### config.mk
export PLATFORM = sky130hd
export DESIGN_NAME = eth_mem_arbiter_flat
export DESIGN_NICKNAME = d
export VERILOG_FILES = /design/src/rtl/eth_mem_arbiter_if.sv /design/src/rtl/eth_mem_arbiter.sv /design/src/flat_wrapper.sv
export SDC_FILE = /design/constraint.sdc
export NUM_CORES = 1
export LEC_CHECK = 0
export ABC_AREA = 1
export BUFFER_PORTS_ARGS = -buffer_cell sky130_fd_sc_hd__buf_2
export CORE_AREA = 2 2 121 123
export CTS_CLUSTER_SIZE = 28
export DETAILED_ROUTE_END_ITERATION = 16
export DIE_AREA = 0 0 123 125
export GPL_TIMING_DRIVEN = 0
export PLACE_DENSITY = 0.57
export SYNTH_ARGS = -nofsm -noshare
export SYNTH_HDL_FRONTEND = slang
export SYNTH_SLANG_ARGS = --single-unit
### constraint.sdc
create_clock -name clk -period 3.2 [get_ports clk]
set_input_delay 0.48 -clock clk [delete_from_list [all_inputs] [get_ports clk]]
set_output_delay 0.48 -clock clk [all_outputs]
set_load 0.005 [all_outputs]
### src/rtl/eth_mem_arbiter_if.sv
// Bus bundle for the two-master shared-memory arbiter: both master ports,
// the shared memory port and the current grant vector.
interface eth_mem_arbiter_if;
    logic [31:0] m0_address;
    logic [31:0] m0_writedata;
    logic [3:0]  m0_byteenable;
    logic        m0_read;
    logic        m0_write;
    logic [31:0] m0_readdata;
    logic        m0_waitrequest_n;

    logic [31:0] m1_address;
    logic [31:0] m1_writedata;
    logic [3:0]  m1_byteenable;
    logic        m1_read;
    logic        m1_write;
    logic [31:0] m1_readdata;
    logic        m1_waitrequest_n;

    logic [31:0] s_address;
    logic [31:0] s_writedata;
    logic [3:0]  s_byteenable;
    logic        s_read;
    logic        s_write;
    logic [31:0] s_readdata;
    logic        s_waitrequest_n;

    logic [1:0]  grant;

    // Arbiter side
    modport slave (
        input  m0_address, m0_writedata, m0_byteenable, m0_read, m0_write,
        output m0_readdata, m0_waitrequest_n,
        input  m1_address, m1_writedata, m1_byteenable, m1_read, m1_write,
        output m1_readdata, m1_waitrequest_n,
        output s_address, s_writedata, s_byteenable, s_read, s_write,
        input  s_readdata, s_waitrequest_n,
        output grant
    );

    // Requester / memory side
    modport master (
        output m0_address, m0_writedata, m0_byteenable, m0_read, m0_write,
        input  m0_readdata, m0_waitrequest_n,
        output m1_address, m1_writedata, m1_byteenable, m1_read, m1_write,
        input  m1_readdata, m1_waitrequest_n,
        input  s_address, s_writedata, s_byteenable, s_read, s_write,
        output s_readdata, s_waitrequest_n,
        input  grant
    );
endinterface

### src/rtl/eth_mem_arbiter.sv
// Two-master arbiter (MAC DMA = m0, CPU = m1) for one shared memory port.
// Registered arbitration, combinational data path, bounded hold under contention.
module eth_mem_arbiter #(
    parameter int unsigned MAX_HOLD = 4
) (
    input  logic              clk,
    input  logic              reset,
    eth_mem_arbiter_if.slave  bus
);

    typedef enum logic [1:0] {IDLE, OWN0, OWN1} state_t;

    localparam logic [4:0] HOLD_MAX = 5'(MAX_HOLD);

    state_t     r_state;
    logic [3:0] r_hold_cnt;
    logic       r_last_owner;

    state_t     w_state_nxt;
    logic [3:0] w_hold_nxt;
    logic       w_last_nxt;

    logic       w_req0;
    logic       w_req1;
    logic [4:0] w_hold_inc;
    logic [3:0] w_hold_sat;
    logic       w_switch_due;

    assign w_req0       = bus.m0_read | bus.m0_write;
    assign w_req1       = bus.m1_read | bus.m1_write;
    assign w_hold_inc   = {1'b0, r_hold_cnt} + 5'd1;
    assign w_hold_sat   = (w_hold_inc > HOLD_MAX) ? r_hold_cnt : w_hold_inc[3:0];
    assign w_switch_due = (w_hold_inc >= HOLD_MAX);

    always_ff @(posedge clk or posedge reset) begin
        if (reset) begin
            r_state      <= IDLE;
            r_hold_cnt   <= '0;
            r_last_owner <= 1'b1;
        end else begin
            r_state      <= w_state_nxt;
            r_hold_cnt   <= w_hold_nxt;
            r_last_owner <= w_last_nxt;
        end
    end

    always_comb begin
        w_state_nxt = r_state;
        w_hold_nxt  = r_hold_cnt;
        w_last_nxt  = r_last_owner;
        case (r_state)
            IDLE: begin
                w_hold_nxt = '0;
                // On a tie the master that did not own last wins
                if (w_req0 && (!w_req1 || r_last_owner))
                    w_state_nxt = OWN0;
                else if (w_req1)
                    w_state_nxt = OWN1;
            end
            OWN0: begin
                if (!w_req0) begin
                    w_hold_nxt  = '0;
                    w_state_nxt = w_req1 ? OWN1 : IDLE;
                end else if (bus.s_waitrequest_n) begin
                    if (w_req1 && w_switch_due) begin
                        w_hold_nxt  = '0;
                        w_state_nxt = OWN1;
                    end else begin
                        w_hold_nxt  = w_hold_sat;
                    end
                end
            end
            OWN1: begin
                if (!w_req1) begin
                    w_hold_nxt  = '0;
                    w_state_nxt = w_req0 ? OWN0 : IDLE;
                end else if (bus.s_waitrequest_n) begin
                    if (w_req0 && w_switch_due) begin
                        w_hold_nxt  = '0;
                        w_state_nxt = OWN0;
                    end else begin
                        w_hold_nxt  = w_hold_sat;
                    end
                end
            end
            default: begin
                w_hold_nxt  = '0;
                w_state_nxt = IDLE;
            end
        endcase
        if (w_state_nxt == OWN0)
            w_last_nxt = 1'b0;
        else if (w_state_nxt == OWN1)
            w_last_nxt = 1'b1;
    end

    assign bus.m0_readdata = bus.s_readdata;
    assign bus.m1_readdata = bus.s_readdata;

    always_comb begin
        bus.s_address        = '0;
        bus.s_writedata      = '0;
        bus.s_byteenable     = '0;
        bus.s_read           = 1'b0;
        bus.s_write          = 1'b0;
        bus.m0_waitrequest_n = 1'b0;
        bus.m1_waitrequest_n = 1'b0;
        bus.grant            = 2'b00;
        case (r_state)
            OWN0: begin
                bus.grant            = 2'b01;
                bus.s_address        = bus.m0_address;
                bus.s_writedata      = bus.m0_writedata;
                bus.s_byteenable     = bus.m0_byteenable;
                bus.s_write          = bus.m0_write;
                bus.s_read           = bus.m0_read & ~bus.m0_write;
                bus.m0_waitrequest_n = bus.s_waitrequest_n & w_req0;
            end
            OWN1: begin
                bus.grant            = 2'b10;
                bus.s_address        = bus.m1_address;
                bus.s_writedata      = bus.m1_writedata;
                bus.s_byteenable     = bus.m1_byteenable;
                bus.s_write          = bus.m1_write;
                bus.s_read           = bus.m1_read & ~bus.m1_write;
                bus.m1_waitrequest_n = bus.s_waitrequest_n & w_req1;
            end
            default: ;
        endcase
    end

endmodule

### src/flat_wrapper.sv
// flat-port wrapper written by rule: the top's interface ports become plain ports
module eth_mem_arbiter_flat 
#(
    parameter int unsigned MAX_HOLD = 4
)
  (clk, reset, bus_m0_address, bus_m0_writedata, bus_m0_byteenable, bus_m0_read, bus_m0_write, bus_m0_readdata, bus_m0_waitrequest_n, bus_m1_address, bus_m1_writedata, bus_m1_byteenable, bus_m1_read, bus_m1_write, bus_m1_readdata, bus_m1_waitrequest_n, bus_s_address, bus_s_writedata, bus_s_byteenable, bus_s_read, bus_s_write, bus_s_readdata, bus_s_waitrequest_n, bus_grant);
  eth_mem_arbiter_if bus_i ();
  input  logic clk;
  input  logic reset;
  input wire logic [$bits(bus_i.m0_address)-1:0] bus_m0_address;
  input wire logic [$bits(bus_i.m0_writedata)-1:0] bus_m0_writedata;
  input wire logic [$bits(bus_i.m0_byteenable)-1:0] bus_m0_byteenable;
  input wire logic [$bits(bus_i.m0_read)-1:0] bus_m0_read;
  input wire logic [$bits(bus_i.m0_write)-1:0] bus_m0_write;
  output wire logic [$bits(bus_i.m0_readdata)-1:0] bus_m0_readdata;
  output wire logic [$bits(bus_i.m0_waitrequest_n)-1:0] bus_m0_waitrequest_n;
  input wire logic [$bits(bus_i.m1_address)-1:0] bus_m1_address;
  input wire logic [$bits(bus_i.m1_writedata)-1:0] bus_m1_writedata;
  input wire logic [$bits(bus_i.m1_byteenable)-1:0] bus_m1_byteenable;
  input wire logic [$bits(bus_i.m1_read)-1:0] bus_m1_read;
  input wire logic [$bits(bus_i.m1_write)-1:0] bus_m1_write;
  output wire logic [$bits(bus_i.m1_readdata)-1:0] bus_m1_readdata;
  output wire logic [$bits(bus_i.m1_waitrequest_n)-1:0] bus_m1_waitrequest_n;
  output wire logic [$bits(bus_i.s_address)-1:0] bus_s_address;
  output wire logic [$bits(bus_i.s_writedata)-1:0] bus_s_writedata;
  output wire logic [$bits(bus_i.s_byteenable)-1:0] bus_s_byteenable;
  output wire logic [$bits(bus_i.s_read)-1:0] bus_s_read;
  output wire logic [$bits(bus_i.s_write)-1:0] bus_s_write;
  input wire logic [$bits(bus_i.s_readdata)-1:0] bus_s_readdata;
  input wire logic [$bits(bus_i.s_waitrequest_n)-1:0] bus_s_waitrequest_n;
  output wire logic [$bits(bus_i.grant)-1:0] bus_grant;
  assign bus_i.m0_address = bus_m0_address;
  assign bus_i.m0_writedata = bus_m0_writedata;
  assign bus_i.m0_byteenable = bus_m0_byteenable;
  assign bus_i.m0_read = bus_m0_read;
  assign bus_i.m0_write = bus_m0_write;
  assign bus_m0_readdata = bus_i.m0_readdata;
  assign bus_m0_waitrequest_n = bus_i.m0_waitrequest_n;
  assign bus_i.m1_address = bus_m1_address;
  assign bus_i.m1_writedata = bus_m1_writedata;
  assign bus_i.m1_byteenable = bus_m1_byteenable;
  assign bus_i.m1_read = bus_m1_read;
  assign bus_i.m1_write = bus_m1_write;
  assign bus_m1_readdata = bus_i.m1_readdata;
  assign bus_m1_waitrequest_n = bus_i.m1_waitrequest_n;
  assign bus_s_address = bus_i.s_address;
  assign bus_s_writedata = bus_i.s_writedata;
  assign bus_s_byteenable = bus_i.s_byteenable;
  assign bus_s_read = bus_i.s_read;
  assign bus_s_write = bus_i.s_write;
  assign bus_i.s_readdata = bus_s_readdata;
  assign bus_i.s_waitrequest_n = bus_s_waitrequest_n;
  assign bus_grant = bus_i.grant;
  eth_mem_arbiter #(.MAX_HOLD(MAX_HOLD)) u_core (.clk(clk), .reset(reset), .bus(bus_i));
endmodule
* Word level (Yosys, flattened, before mapping)
Index checks and enable logic that the tools add are counted.
** Storage, ports and cells
- Output and inout port bits :: 138
- Logic and storage cells :: 57
- Memories :: 0
- Memory bits (read-only) :: 0
- Input bits :: 175
- Bits in writable memories :: 0
- Register bits after elaboration :: 7
- Latch bits :: 0
** Cells by class
- $lt $le $gt $ge :: 2
- Eq/ne operators :: 6
- Divide/modulo/power cells :: 0
- Shift operators :: 0
- $mul :: 0
- Reduce and logical (&&, ||, !) cells :: 8
- Bitwise gates (word level) :: 8
- Multiplexer cells :: 29
- Add/subtract/negate cells :: 1
** Operators with widths (count)
- $pmux 32 s2 :: 2
- $mux 4 :: 7
- $mux 2 :: 9
- $pmux 4 s2 :: 2
- $ne 3x3->1 const B :: 2
- $pmux 2 s3 :: 1
- $add 4x1->5 const B :: 1
- $ge 5x3->1 const B :: 1
- $gt 5x3->1 const B :: 1
- $mux 1 :: 5
- $and 1x1->1 :: 4
- $eq 2x1->1 const B :: 2
- $eq 2x2->1 const B :: 2
- $pmux 1 s2 :: 2
- $pmux 2 s2 :: 1
- $logic_and 1x1->1 :: 3
- $logic_not 2->1 :: 1
- $not 1->1 :: 2
- $or 1x1->1 :: 2
- $reduce_and 2->1 :: 1
- $reduce_bool 2->1 :: 1
- $logic_not 1->1 :: 1
- $logic_or 1x1->1 :: 1

* Logic depth before layout (Yosys ltp)
- Word-level depth :: 10
- Depth in mapped cells :: 12
- Depth with buffers taken out :: 12

* Worst setup path before layout
OpenSTA, ideal clock, no wires.
- Kind :: register to output
- From :: reg u_core.r_state[1]
- To :: out bus_s_read
- Arrival :: 1.275 ns
- Required time :: 2.720 ns
- Cell stages (with the launch flop) :: 7
- Buffers on the path :: 2
- Setup slack :: 1.445 ns
- Cells stage by stage :: dfrtp_1 inv_1 ha_1 buf_2 buf_2 nand3_1 a21oi_1
** Between the ends
- Word-level cells in the longest chain between the ends :: 2
- Elaborated cells between the ends (all ways) :: 3
- Classes of those cells :: 2 x eq/ne; 1 x mux
** RTL lines
- start: declaration :: RTL line eth_mem_arbiter.sv:15 : state_t r_state;
- start signal: assignment :: RTL line eth_mem_arbiter.sv:41 : r_state <= w_state_nxt;
- $eq 2x2->1 or $eq 2x1->1 (tied branches) :: RTL line eth_mem_arbiter.sv:109 : case (r_state)
- $pmux 1 s2 * :: RTL line eth_mem_arbiter.sv:109
- end: declaration :: RTL line flat_wrapper.sv:27 : output wire logic [$bits(bus_i.s_read)-1:0] bus_s_read;
Every way passes the cells marked *; elsewhere a longest branch is shown, timed or not.

* Worst setup path after layout
- From :: reg u_core.r_state[0]
- To :: out bus_s_writedata[1]
** Between the ends
- Word-level cells in the longest chain between the ends :: 2
- Elaborated cells between the ends (all ways) :: 3
- Classes of those cells :: 2 x eq/ne; 1 x mux
** RTL lines
- $eq 2x2->1 or $eq 2x1->1 (tied branches) :: RTL line eth_mem_arbiter.sv:109
- $pmux 32 s2 * :: RTL line eth_mem_arbiter.sv:109
- end: declaration :: RTL line flat_wrapper.sv:25 : output wire logic [$bits(bus_i.s_writedata)-1:0] bus_s_writedata;
Marked as above.

==> impl_metrics.py <==
metrics = {
    "sta": {
        "relSlewSlack_pct": 42.1,
        "rsz0062_at_grt": "no",
        "max_freq_ghz": 0.353,
        "finalCritPeriodShare_pct": 88.6,
        "layout_min_cycle_time_ns": 2.84,
        "tightest_slew_ns": 0.868,
        "clock_skew_ns": 0.0000620,
        "maxSlewViolCount": 0,
        "whs_ns": 0.166,
        "setup_viol": 0,
        "hold_violations": 0,
        "setup_tns_ns": 0,
    },
    "logic_synthesis": {
        "syn_nets": 577,
        "synth-xor-area-share_pct": 0,
        "synth_top_family_by_area": "simple AND/OR/NAND/NOR gates",
        "synth-simple-area-share_pct": 37.1,
        "synth-compound-area-share_pct": 19.4,
        "ys_ff_latch": 7,
        "syn_avg_cell_area_um2": 5.38,
        "yosys.cell_types.count": 24,
        "seq_area_frac_synth_pct": 8.30,
        "synth_fa_ha_area_share_pct": 4.12,
        "yosysWarnings": 0,
        "synth_cells": 395,
        "syn-cell-area_um2": 2130,
        "synth.area.mux_share_pct": 0,
    },
    "final_layout": {
        "area_growth_pct": 80.5,
        "n_antenna_cell": 0,
        "layout.nets": 862,
        "final_cell_mix": "295 x buf_2, 164 x nand2_1, 74 x a21oi_1",
        "final_common_cell": "buf_2",
        "layout.cell_area.non_filler_um2": 3840,
        "drive_gt1_share_pct": 56.6,
        "fin_util_pct": 27.0,
    },
    "cts": {
        "htree_levels": 1,
        "clock_sinks": 7,
        "hold_buffers": 0,
        "clk_pin_slew_ns": 0.03,
        "clk_latency_ns": 0.23,
        "cts_tree": "yes",
        "cts-resized-gates": 0,
        "cts_setup_buffers": 0,
        "clock-root-buffer": "clkbuf_16",
        "cts_buffers": 3,
        "max-clock-path-buffers": 2,
    },
    "worst_hold_path": {
        "hp-class": "input port to async pin",
    },
    "run": {
        "cap_viol_max_count": 0,
    },
    "power": {
        "p_per_area_nw_per_um2": 582,
        "max-vdd-ir-drop_mv": 0.396,
        "p_leak_nw": 2.25,
    },
    "critical_path": {
        "r2r.worst_path.cells": 11,
        "r2r_setup_slack_ns": 1.18,
        "timing.rr.end": "u_core.r_last_owner",
        "crit_type": "flip-flop to output pin",
        "worstSetupStartpoint": "u_core.r_state[0]",
        "cp_max_fo": 10,
        "reg2reg_from": "u_core.r_state[1]",
        "critPathCaptureType": "output pin",
        "arrival_ns": 2.36,
        "worst_ep_required_time_ns": 2.72,
        "endpoint": "bus_s_writedata[1]",
        "start_kind": "flip-flop",
    },
    "outcome": {
        "status": "complete, no violations",
    },
    "die": {
        "core_region_area_um2": 14200,
        "die_y_um": 125,
        "top_level_ports": 313,
        "die_w_um": 123,
        "num_rows": 44,
        "die_area_um2": 15400,
        "initial_core_util_pct": 15.0,
    },
    "grt": {
        "grt_pass1_wl_um": 15500,
        "gr-total-overflow": 0,
        "grt_pass1_vias": 3098,
        "antenna_found_initial": 0,
        "grt_max_degree": 11,
        "track_usage_pct": 12.7,
    },
    "placement": {
        "port_buffers": 280,
        "placed_area_um2": 3760,
        "dp_hpwl_um": 9030,
        "gp_congestion": 0.807,
    },
    "routing": {
        "viasPerCell": 3.87,
        "wl_per_cell_um": 12.5,
        "drt_pass1_iterations": 5,
        "drtIter0Drc": 103,
        "vias": 3343,
        "drt_wl_total_um": 10800,
        "drc": 0,
        "postRouteAntennaNets": 0,
    },
}
[cells by family (layout without fill, tap and decap cells)]
| group | after synthesis | count (layout) |
|---|---|---|
| DFF | 7 | 7 |
| AOI/OAI and AO/OA | 80 | 80 |
| buffers and inverters | 106 | 390 |
| and+or+nand+nor | 195 | 195 |
| adders and majority gates | 7 | 7 |
[report_power, final]
part	internal [mW]	switching, mW
clock network	0.165	0.0452
registers	0.123	0.0276
logic	0.697	1.17
[critical path, stage by stage (launching register included)]
cell      delay [ns]
dfrtp_1         0.41
inv_1           0.11
ha_1            0.35
inv_2           0.19
clkbuf_1        0.68
a21oi_1         0.17
buf_2           0.20
[sequential cells by signal, indices dropped and copies added, names as in the netlist]
register and count:
u_core.r_hold_cnt 4, u_core.r_last_owner 1, u_core.r_state 2
[cell usage after synthesis]
cell	count	area [µm²]
buf_2	15	75.1
dfrtp_1	6	150
nand2_1	164	616
clkinv_1	1	3.75
nand2_4	2	22.5
nor2_1	13	48.8
o21ai_0	2	10.0
buf_4	65	488
nand2_2	5	31.3
a21oi_2	1	8.76
ha_1	7	87.6
nand3_2	1	10.0
inv_2	9	33.8
clkbuf_1	7	26.3
o21bai_1	1	7.51
a21oi_1	74	370
nor2_2	1	6.26
nand3b_1	1	7.51
inv_1	9	33.8
nor2_4	1	11.3
a21boi_1	2	15.0
dfstp_2	1	26.3
nand4_1	1	6.26
nand3_1	6	30.0
[stage by stage]
step | power [mW] | setup WS (ns) | std cells
after global routing | 2.51 | 0.173 | 863
after CTS | 2.29 | 0.249 | 863
after global placement | 2.07 | 0.533 | 859
after detailed placement | 2.07 | 0.504 | 859
after floorplan | 1.21 | 1.45 | 395
final | 2.23 | 0.363 | 863
[worst min-delay path by stage]
stage	start	endpoint	cells after the start	slack, ns
after global placement	reset	u_core.r_hold_cnt[0]	2	0.42
after detailed placement	reset	u_core.r_state[0]	2	0.42
after floorplan	reset	u_core.r_hold_cnt[0]	1	0.28
after global routing	reset	u_core.r_state[1]	2	0.21
after CTS	reset	u_core.r_hold_cnt[0]	2	0.18
final	reset	u_core.r_state[1]	2	0.17
[area by class of cell]
cell class / count / area, µm²
plain buffers: 87 / 589
multi-input cells: 282 / 1290
well taps: 184 / 230
flip-flops and latches: 7 / 176
clock buffers: 4 / 78.8
fillers: 1650 / 10400
inverters: 19 / 71.3
repair buffers: 280 / 1400
[per-layer routing]
metal | vias to the layer above | GRT usage, % | wire [µm]
met1 | 1427 | 15.5 | 4310
met5 | - | 0 | 0
met4 | 0 | 1.74 | 57
met2 | 162 | 24.4 | 5470
met3 | 7 | 1.00 | 930
li1 | 1747 | - | -
(Power assumes the default switching activity.)
